File: src/rtl/ks_control_unit_mc.sv
`default_nettype none
// +--------------------------------------------------------------------------+
// | ks_control_unit_mc : multi-cycle K&S control unit with RAM wait states,  |
// | single-step pause, resumable halt and retired-instruction counter. r1.0  |
// +--------------------------------------------------------------------------+

package k_and_s_pkg;
  typedef enum logic [3:0] {
    I_NOP    = 4'd0,
    I_LOAD   = 4'd1,
    I_STORE  = 4'd2,
    I_MOVE   = 4'd3,
    I_ADD    = 4'd4,
    I_SUB    = 4'd5,
    I_AND    = 4'd6,
    I_OR     = 4'd7,
    I_BRANCH = 4'd8,
    I_BZERO  = 4'd9,
    I_BNZERO = 4'd10,
    I_BNEG   = 4'd11,
    I_BNNEG  = 4'd12,
    I_BOV    = 4'd13,
    I_BNOV   = 4'd14,
    I_HALT   = 4'd15
  } decoded_instruction_type;
endpackage

module ks_control_unit_mc
  import k_and_s_pkg::*;
#(
  parameter int MEM_WAIT  = 0,
  parameter int CNT_WIDTH = 16,
  parameter int WAIT_W    = 4
) (
  input  logic                    clk,
  input  logic                    rst_n,
  input  decoded_instruction_type decoded_instruction,
  input  logic                    zero_op,
  input  logic                    neg_op,
  input  logic                    unsigned_overflow,
  input  logic                    signed_overflow,
  input  logic                    step_mode,
  input  logic                    resume,
  output logic                    branch,
  output logic                    pc_enable,
  output logic                    ir_enable,
  output logic                    write_reg_enable,
  output logic                    addr_sel,
  output logic                    c_sel,
  output logic                    flags_reg_enable,
  output logic                    ram_write_enable,
  output logic [1:0]              operation,
  output logic                    halt,
  output logic                    paused,
  output logic [CNT_WIDTH-1:0]    instr_count
);

  localparam logic [3:0] S_FETCH    = 4'd0;
  localparam logic [3:0] S_REG      = 4'd1;
  localparam logic [3:0] S_DECODE   = 4'd2;
  localparam logic [3:0] S_MEM      = 4'd3;
  localparam logic [3:0] S_LOAD_WB  = 4'd4;
  localparam logic [3:0] S_STORE_WR = 4'd5;
  localparam logic [3:0] S_EXEC     = 4'd6;
  localparam logic [3:0] S_WB       = 4'd7;
  localparam logic [3:0] S_BR       = 4'd8;
  localparam logic [3:0] S_HALT     = 4'd9;
  localparam logic [3:0] S_PAUSE    = 4'd10;

  localparam logic [WAIT_W-1:0] C_WAIT_LAST = WAIT_W'(MEM_WAIT);

  logic [3:0]              state_q, state_d;
  logic [WAIT_W-1:0]       wait_q, wait_d;
  decoded_instruction_type instr_q, instr_d;
  logic [CNT_WIDTH-1:0]    count_q, count_d;
  logic                    retire;
  logic [1:0]              alu_op;
  logic                    alu_flags;
  logic                    br_taken;
  logic                    unused_sovf;

  assign unused_sovf = signed_overflow;
  assign instr_count = count_q;

  always_comb begin
    state_d = state_q;
    wait_d  = wait_q;
    instr_d = instr_q;
    retire  = 1'b0;
    case (state_q)
      S_FETCH: begin
        if (wait_q == C_WAIT_LAST) begin
          wait_d  = '0;
          state_d = S_REG;
        end else begin
          wait_d = wait_q + 1'b1;
        end
      end
      S_REG: state_d = S_DECODE;
      S_DECODE: begin
        instr_d = decoded_instruction;
        case (decoded_instruction)
          I_LOAD, I_STORE:                 state_d = S_MEM;
          I_MOVE, I_ADD, I_SUB, I_AND, I_OR: state_d = S_EXEC;
          I_BRANCH, I_BZERO, I_BNZERO, I_BNEG,
          I_BNNEG, I_BOV, I_BNOV:          state_d = S_BR;
          I_HALT:                          state_d = S_HALT;
          default:                         retire = 1'b1;
        endcase
      end
      S_MEM: begin
        if (wait_q == C_WAIT_LAST) begin
          wait_d  = '0;
          state_d = (instr_q == I_STORE) ? S_STORE_WR : S_LOAD_WB;
        end else begin
          wait_d = wait_q + 1'b1;
        end
      end
      S_EXEC: state_d = S_WB;
      S_LOAD_WB, S_STORE_WR, S_WB, S_BR: retire = 1'b1;
      S_HALT, S_PAUSE: begin
        if (resume) state_d = S_FETCH;
      end
      default: state_d = S_FETCH;
    endcase
    // step_mode only matters at the retire boundary
    if (retire) state_d = step_mode ? S_PAUSE : S_FETCH;
    count_d = retire ? count_q + 1'b1 : count_q;
  end

  always_ff @(posedge clk or negedge rst_n) begin
    if (!rst_n) begin
      state_q <= S_FETCH;
      wait_q  <= '0;
      instr_q <= I_NOP;
      count_q <= '0;
    end else begin
      state_q <= state_d;
      wait_q  <= wait_d;
      instr_q <= instr_d;
      count_q <= count_d;
    end
  end

  always_comb begin
    alu_op    = 2'b00;
    alu_flags = 1'b0;
    br_taken  = 1'b0;
    case (instr_q)
      I_ADD:    begin alu_op = 2'b00; alu_flags = 1'b1; end
      I_SUB:    begin alu_op = 2'b01; alu_flags = 1'b1; end
      I_AND:    begin alu_op = 2'b10; alu_flags = 1'b1; end
      I_OR:     begin alu_op = 2'b11; alu_flags = 1'b1; end
      I_MOVE:   alu_op = 2'b10;
      I_BRANCH: br_taken = 1'b1;
      I_BZERO:  br_taken = zero_op;
      I_BNZERO: br_taken = ~zero_op;
      I_BNEG:   br_taken = neg_op;
      I_BNNEG:  br_taken = ~neg_op;
      I_BOV:    br_taken = unsigned_overflow;
      I_BNOV:   br_taken = ~unsigned_overflow;
      default:  ;
    endcase
  end

  always_comb begin
    branch           = 1'b0;
    pc_enable        = 1'b0;
    ir_enable        = 1'b0;
    write_reg_enable = 1'b0;
    addr_sel         = 1'b0;
    c_sel            = 1'b0;
    flags_reg_enable = 1'b0;
    ram_write_enable = 1'b0;
    operation        = 2'b00;
    halt             = 1'b0;
    paused           = 1'b0;
    case (state_q)
      S_REG: begin
        ir_enable = 1'b1;
        pc_enable = 1'b1;
      end
      S_MEM: addr_sel = 1'b1;
      S_LOAD_WB: begin
        addr_sel         = 1'b1;
        c_sel            = 1'b1;
        write_reg_enable = 1'b1;
      end
      S_STORE_WR: begin
        addr_sel         = 1'b1;
        ram_write_enable = 1'b1;
      end
      S_EXEC: begin
        operation        = alu_op;
        flags_reg_enable = alu_flags;
      end
      S_WB: begin
        operation        = alu_op;
        flags_reg_enable = alu_flags;
        write_reg_enable = 1'b1;
      end
      S_BR: begin
        pc_enable = 1'b1;
        branch    = br_taken;
      end
      S_HALT:  halt   = 1'b1;
      S_PAUSE: paused = 1'b1;
      default: ;
    endcase
  end

endmodule

`default_nettype wire

File: config.mk
export PLATFORM = sky130hd
export DESIGN_NAME = ks_control_unit_mc
export DESIGN_NICKNAME = d
export VERILOG_FILES = /design/src/rtl/ks_control_unit_mc.sv
export SDC_FILE = /design/constraint.sdc
export NUM_CORES = 1
export LEC_CHECK = 0
export ABC_AREA = 1
export ABC_CLOCK_PERIOD_IN_PS = 2200
export CELL_PAD_IN_SITES_DETAIL_PLACEMENT = 0
export CELL_PAD_IN_SITES_GLOBAL_PLACEMENT = 2
export CORE_ASPECT_RATIO = 1.75
export CORE_UTILIZATION = 29
export CTS_CLUSTER_DIAMETER = 40
export CTS_CLUSTER_SIZE = 12
export DETAILED_ROUTE_END_ITERATION = 7
export DONT_BUFFER_PORTS = 1
export PLACE_DENSITY = 0.78
export SLEW_MARGIN = 20
export SYNTH_ARGS = -nofsm -noshare
export SYNTH_HDL_FRONTEND = slang
export SYNTH_SLANG_ARGS = --single-unit
File: constraint.sdc
create_clock -name clk -period 2.2 [get_ports clk]
set_clock_uncertainty 0.2 [all_clocks]
set_input_delay 0.22 -clock clk [delete_from_list [all_inputs] [get_ports clk]]
set_output_delay 0.22 -clock clk [all_outputs]
set_load 0.01 [all_outputs]
* After elaboration in Yosys (flattened, before gate mapping)
Cells that the tools add are included.
** Storage, ports and cells
- Output and inout bits :: 28
- Input port bits :: 12
- Bits in registers :: 28
** Operators by class
- Bitwise logic cells :: 3
- Reduce and logical (&&, ||, !) cells :: 16
- $add $sub $neg :: 2
- Equality and inequality tests :: 43
- Muxes and demuxes :: 25
** Operators by type and width (count)
- $eq 4x4->1 const B :: 18
- $eq 4x3->1 const B :: 12
- $pmux 4 s7 :: 1
- $eq 4x2->1 const B :: 6
- $mux 4 :: 6
- $add 16x1->16 const B :: 1
- $pmux 4 s4 :: 1
- $reduce_or 15->1 :: 1
- $reduce_or 2->1 :: 7
- $mux 1 :: 13
- $ne 3x3->1 const B :: 3
- $eq 4x1->1 const B :: 2
- $logic_not 4->1 :: 2
- $reduce_or 4->1 :: 2
- $pmux 1 s7 :: 1
- $reduce_or 7->1 :: 1
- $ne 6x6->1 const B :: 1
- $pmux 2 s3 :: 1
- $reduce_and 5->1 :: 1
- $reduce_or 5->1 :: 1
- $add 4x1->4 const B :: 1
- $not 1->1 :: 3
- $reduce_or 3->1 :: 1
- $mux 2 :: 1
- other kinds (2) :: 2

* Logic depth before layout (Yosys ltp)
- Depth after elaboration :: 6
- Mapped depth :: 10
- Gate-level depth less buffers :: 9

* Least setup slack after synthesis
OpenSTA, ideal clock, no wires.
- Kind :: flip-flop to flip-flop
- Start :: reg count_q[0], in the netlist instr_count[0]
- End :: reg count_q[14], in the netlist instr_count[14]
- Stages on the path, launching flop included :: 9
- Buffers on the path :: 0
- Path slack :: 0.553 ns
- Period minus slack after synthesis :: 1.647 ns
- Setup time :: 0.126 ns
- Data arrival time :: 1.321 ns
- Path through :: dfrtp_1 ha_1 nand3_1 nor2_1 nand3_1 nand2_1 nand2_1 nand2_1 o21ai_0
** Between the ends
- Longest elaborated chain between the ends :: 1
** RTL lines
- start, declared :: RTL line 75 : logic [CNT_WIDTH-1:0] count_q, count_d;
- start signal, assigned :: RTL line 141 : count_q <= count_d;
- $add 16x1->16 :: RTL line 128 : count_d = retire ? count_q + 1'b1 : count_q;
No other way between the ends.
A chain may end at the register's enable or synchronous reset.

* Worst setup path in the final report
- Start :: reg state_q[3]
- End :: out operation[1]
** Between the ends
- Longest elaborated chain between the ends :: 3
** RTL lines
- start, declared :: RTL line 72 : logic [3:0] state_q, state_d;
- start signal, assigned :: RTL line 138 : state_q <= state_d;
- $eq 4x3->1 :: RTL line 178 : case (state_q)
- $reduce_or 2->1 (no line) (*)
- $mux 2 (*) :: RTL line 178
- end, declared :: RTL line 52 : output logic [1:0] operation,
Mark *: on every way between the ends. The rest lies on a longest branch, timed or not.

==> reports/qor.txt <==
====================================================================================
Clk pin slew, worst setup/hold paths                                         0.10 ns
Arrival time of the worst setup path                                         1.46 ns
Endpoint of the most critical setup path                                operation[1]
Minimum clock period                                                         1.88 ns
Startpoint of the worst register-to-register path                         state_q[1]
R2R Path End                                                            instr_count[6]
Cell count of the worst hold path                                                  4
Total number of clock tree sinks                                                  28
Crit Path Class                                                         flop to output port
Count of endpoints failing setup in the final report                               0
Worst-path maximum fanout                                                          4
H-Tree Depth                                                                       1
IO buf count                                                                       0
Number of top-level pins                                                          40
Warning count from the yosys run                                                   0
Net Count, Synth                                                                 276
Mean number of vias per cell                                                    4.70
Total DRC errors in the routed layout                                              0
Count of buffers added by post-CTS timing repair for setup                         0
Internal reg-to-reg setup slack                                              0.46 ns
Cell types occupying the most area after synthesis                      dfrtp_1 38%, nand2_1 19%, inv_1 7.0%
First element of the critical path                                        state_q[3]
Setup tns final                                                                 0 ns
Launching element type of the critical path                                     flop
Slew Limit Fails                                                                   0
Width of the die                                                             61.9 µm
Area taken by multi-input logic gates                                        943 µm²
Die Outline Area                                                            6610 µm²
Pre-CTS setup slack                                                        0.0871 ns
Post-route cell area                                                        2060 µm²
Weighted congestion at the end of routability-driven global placement          0.775
Number of fill cells in the layout                                               647
Final WS setup                                                              0.320 ns
Post-synth EDFFs                                                                   0
Required time at the worst-slack endpoint                                    1.78 ns
Clock Tree Root                                                             clkbuf_8
Worst-Skew Late Latency                                                      0.28 ns
Global routing usage summed across all routing layers                          15.2%
Count of different cell masters after synthesis                                   26
Starting density of the core                                                   30.5%
Residual antenna-violating net count after detailed routing                        0
Slew Limit Headroom                                                            61.8%
Largest net degree at the start of global routing                                 29
Syn Std Cell Area                                                           1820 µm²
HPWL Detailed                                                                3510 µm
Top cell type's share of synthesized area                                      38.5%
VDD IR max                                                                  0.446 mV
Wirelength, routed                                                           4560 µm
Clock Tree Buf Depth                                                               2
Unrepaired setup endpoints after global routing                                   no
Max Fclk                                                                   0.532 GHz
Count of mapped cells out of synthesis                                           261
Std-Cell Rows                                                                     37
Congestion Overflow GR                                                             0
Placeable core region                                                       5970 µm²
Ys async rst share                                                              100%
Router iterations before antenna repair                                            4
CTS tree                                                                       built
Nets                                                                             287
Number of vias in the routed layout                                             1642
Share of synthesized area occupied by flip-flops and latches                   38.5%
CTS Buf Count                                                                      3
Worst-case reg-to-reg path depth                                                   6
PwrDens                                                                   969 nW/µm²
Post-DR wirelength/cell                                                      13.1 µm
Classification of the worst-slack hold path                             primary input to flop
Status                                                                     completed
Total power                                                                  2.00 mW
Area after detailed placement                                               1900 µm²
Final worst path period share                                                  85.5%
Mean instance size in the synthesized netlist                               6.98 µm²
Cell type contributing the most total cell area after synthesis              dfrtp_1
Top_reg_cell synth                                                           dfrtp_1
Number of diodes added for antenna fixing                                          0
Fraction of final layout cells with drive strength greater than 1              8.86%
Synthesis-to-finish area growth                                                13.2%
Initial antenna violation count                                                    0
Setup crit end kind                                                      output port
Sequential cell area                                                         701 µm²
Worst-Margin Slew                                                           0.573 ns
DR iter-0 viols                                                                   25
Via count of the first global-routing pass                                      1639
Leak pwr                                                                    0.963 nW
Count of final hold-check violations                                               0
Vertical die dimension                                                        107 µm
Flops & latches, synth                                                            28
First-pass GRT wire length                                                   7440 µm
Max Cap Viol                                                                       0
====================================================================================
critical path: stages (launching register included):
cell     delay [ns]
dfrtp_1        0.43
nor2_2         0.19
nand2_1        0.13
nor4_1         0.43
cells in the final DEF (no fill, tap or decap), types with 3 or more instances in the layout:
cell and count:
clkbuf_8 3, nor3_1 6, inv_2 4, dlygate4sd3_1 7
nor2_1 21, o21ai_1 3, o21ai_0 14, nor2_2 3
nand4_1 5, ha_1 3, xnor2_1 5, dfrtp_1 28
xor2_1 6, inv_1 34, nand3_1 17, nand2_1 90
a21oi_1 3
worst min path at each step:
stage	startpoint	to
floorplan	rst_n	instr_count[0]
global placement	rst_n	instr_count[12]
detailed placement	rst_n	instr_count[12]
CTS	decoded_instruction[0]	state_q[2]
global route	decoded_instruction[0]	state_q[2]
finish	decoded_instruction[0]	state_q[2]
state kept, by name, summed over array words and instances, names as in the netlist:
register / count
instr_q: 4
wait_q: 4
state_q: 4
instr_count: 16
per-layer routing:
metal / track usage [%] / share of wire [%]
met4: 6.51 / 2.9
met3: 2.17 / 3.8
met2: 29.4 / 57
met1: 14.8 / 36
met5: 0 / 0
layout make-up:
class | instances | share of cell area (%)
clock buffers | 3 | 2.00
clock inverters | 1 | 1.46
inverters | 38 | 6.92
multi-input cells | 191 | 45.8
flip-flops and latches | 28 | 34.0
well taps | 78 | 4.74
repair buffers | 10 | 5.10
synthesized netlist by cell type, types with 3 or more instances:
cell,instances
o21ai_1,3
inv_1,34
nor2_2,3
nor3_1,6
ha_1,3
nand3_1,17
a21oi_1,4
nand4_1,5
dfrtp_1,28
nand2_1,90
xor2_1,6
o21ai_0,14
nor2_1,21
inv_2,4
xnor2_1,5
stage by stage:
stage | hold slack (ns) | instances | util [%]
6_report | 0.0997 | 349 | 34.5
5_1_grt | 0.118 | 349 | 34.5
4_1_cts | 0.0843 | 349 | 34.4
3_5_place_dp | -0.275 | 337 | 31.7
3_3_place_gp | -0.275 | 337 | 31.7
2_1_floorplan | -0.276 | 261 | -
timing repair:
action	4_1_cts	5_1_grt
endpoints found under the setup margin	0	9
hold endpoints to repair	35	0
resized for setup	0	1
hold buffers	8	0
power by group:
part / internal (mW) / total [mW] / switching, mW
Combinational: 0.244 / 0.802 / 0.557
Sequential: 0.626 / 0.785 / 0.159
Clock: 0.244 / 0.409 / 0.165
logic make-up after synthesis:
family / count (synthesis) / synth area share (%)
adders and majority gates: 3 / 2.06
xor gates and xnor gates: 11 / 5.29
AOI/OAI and AO/OA: 27 / 8.25
DFF: 28 / 38.5
buffers and inverters: 42 / 9.90
and+or+nand+nor: 150 / 36.0
Note: power is estimated with default switching activity, not from simulation.
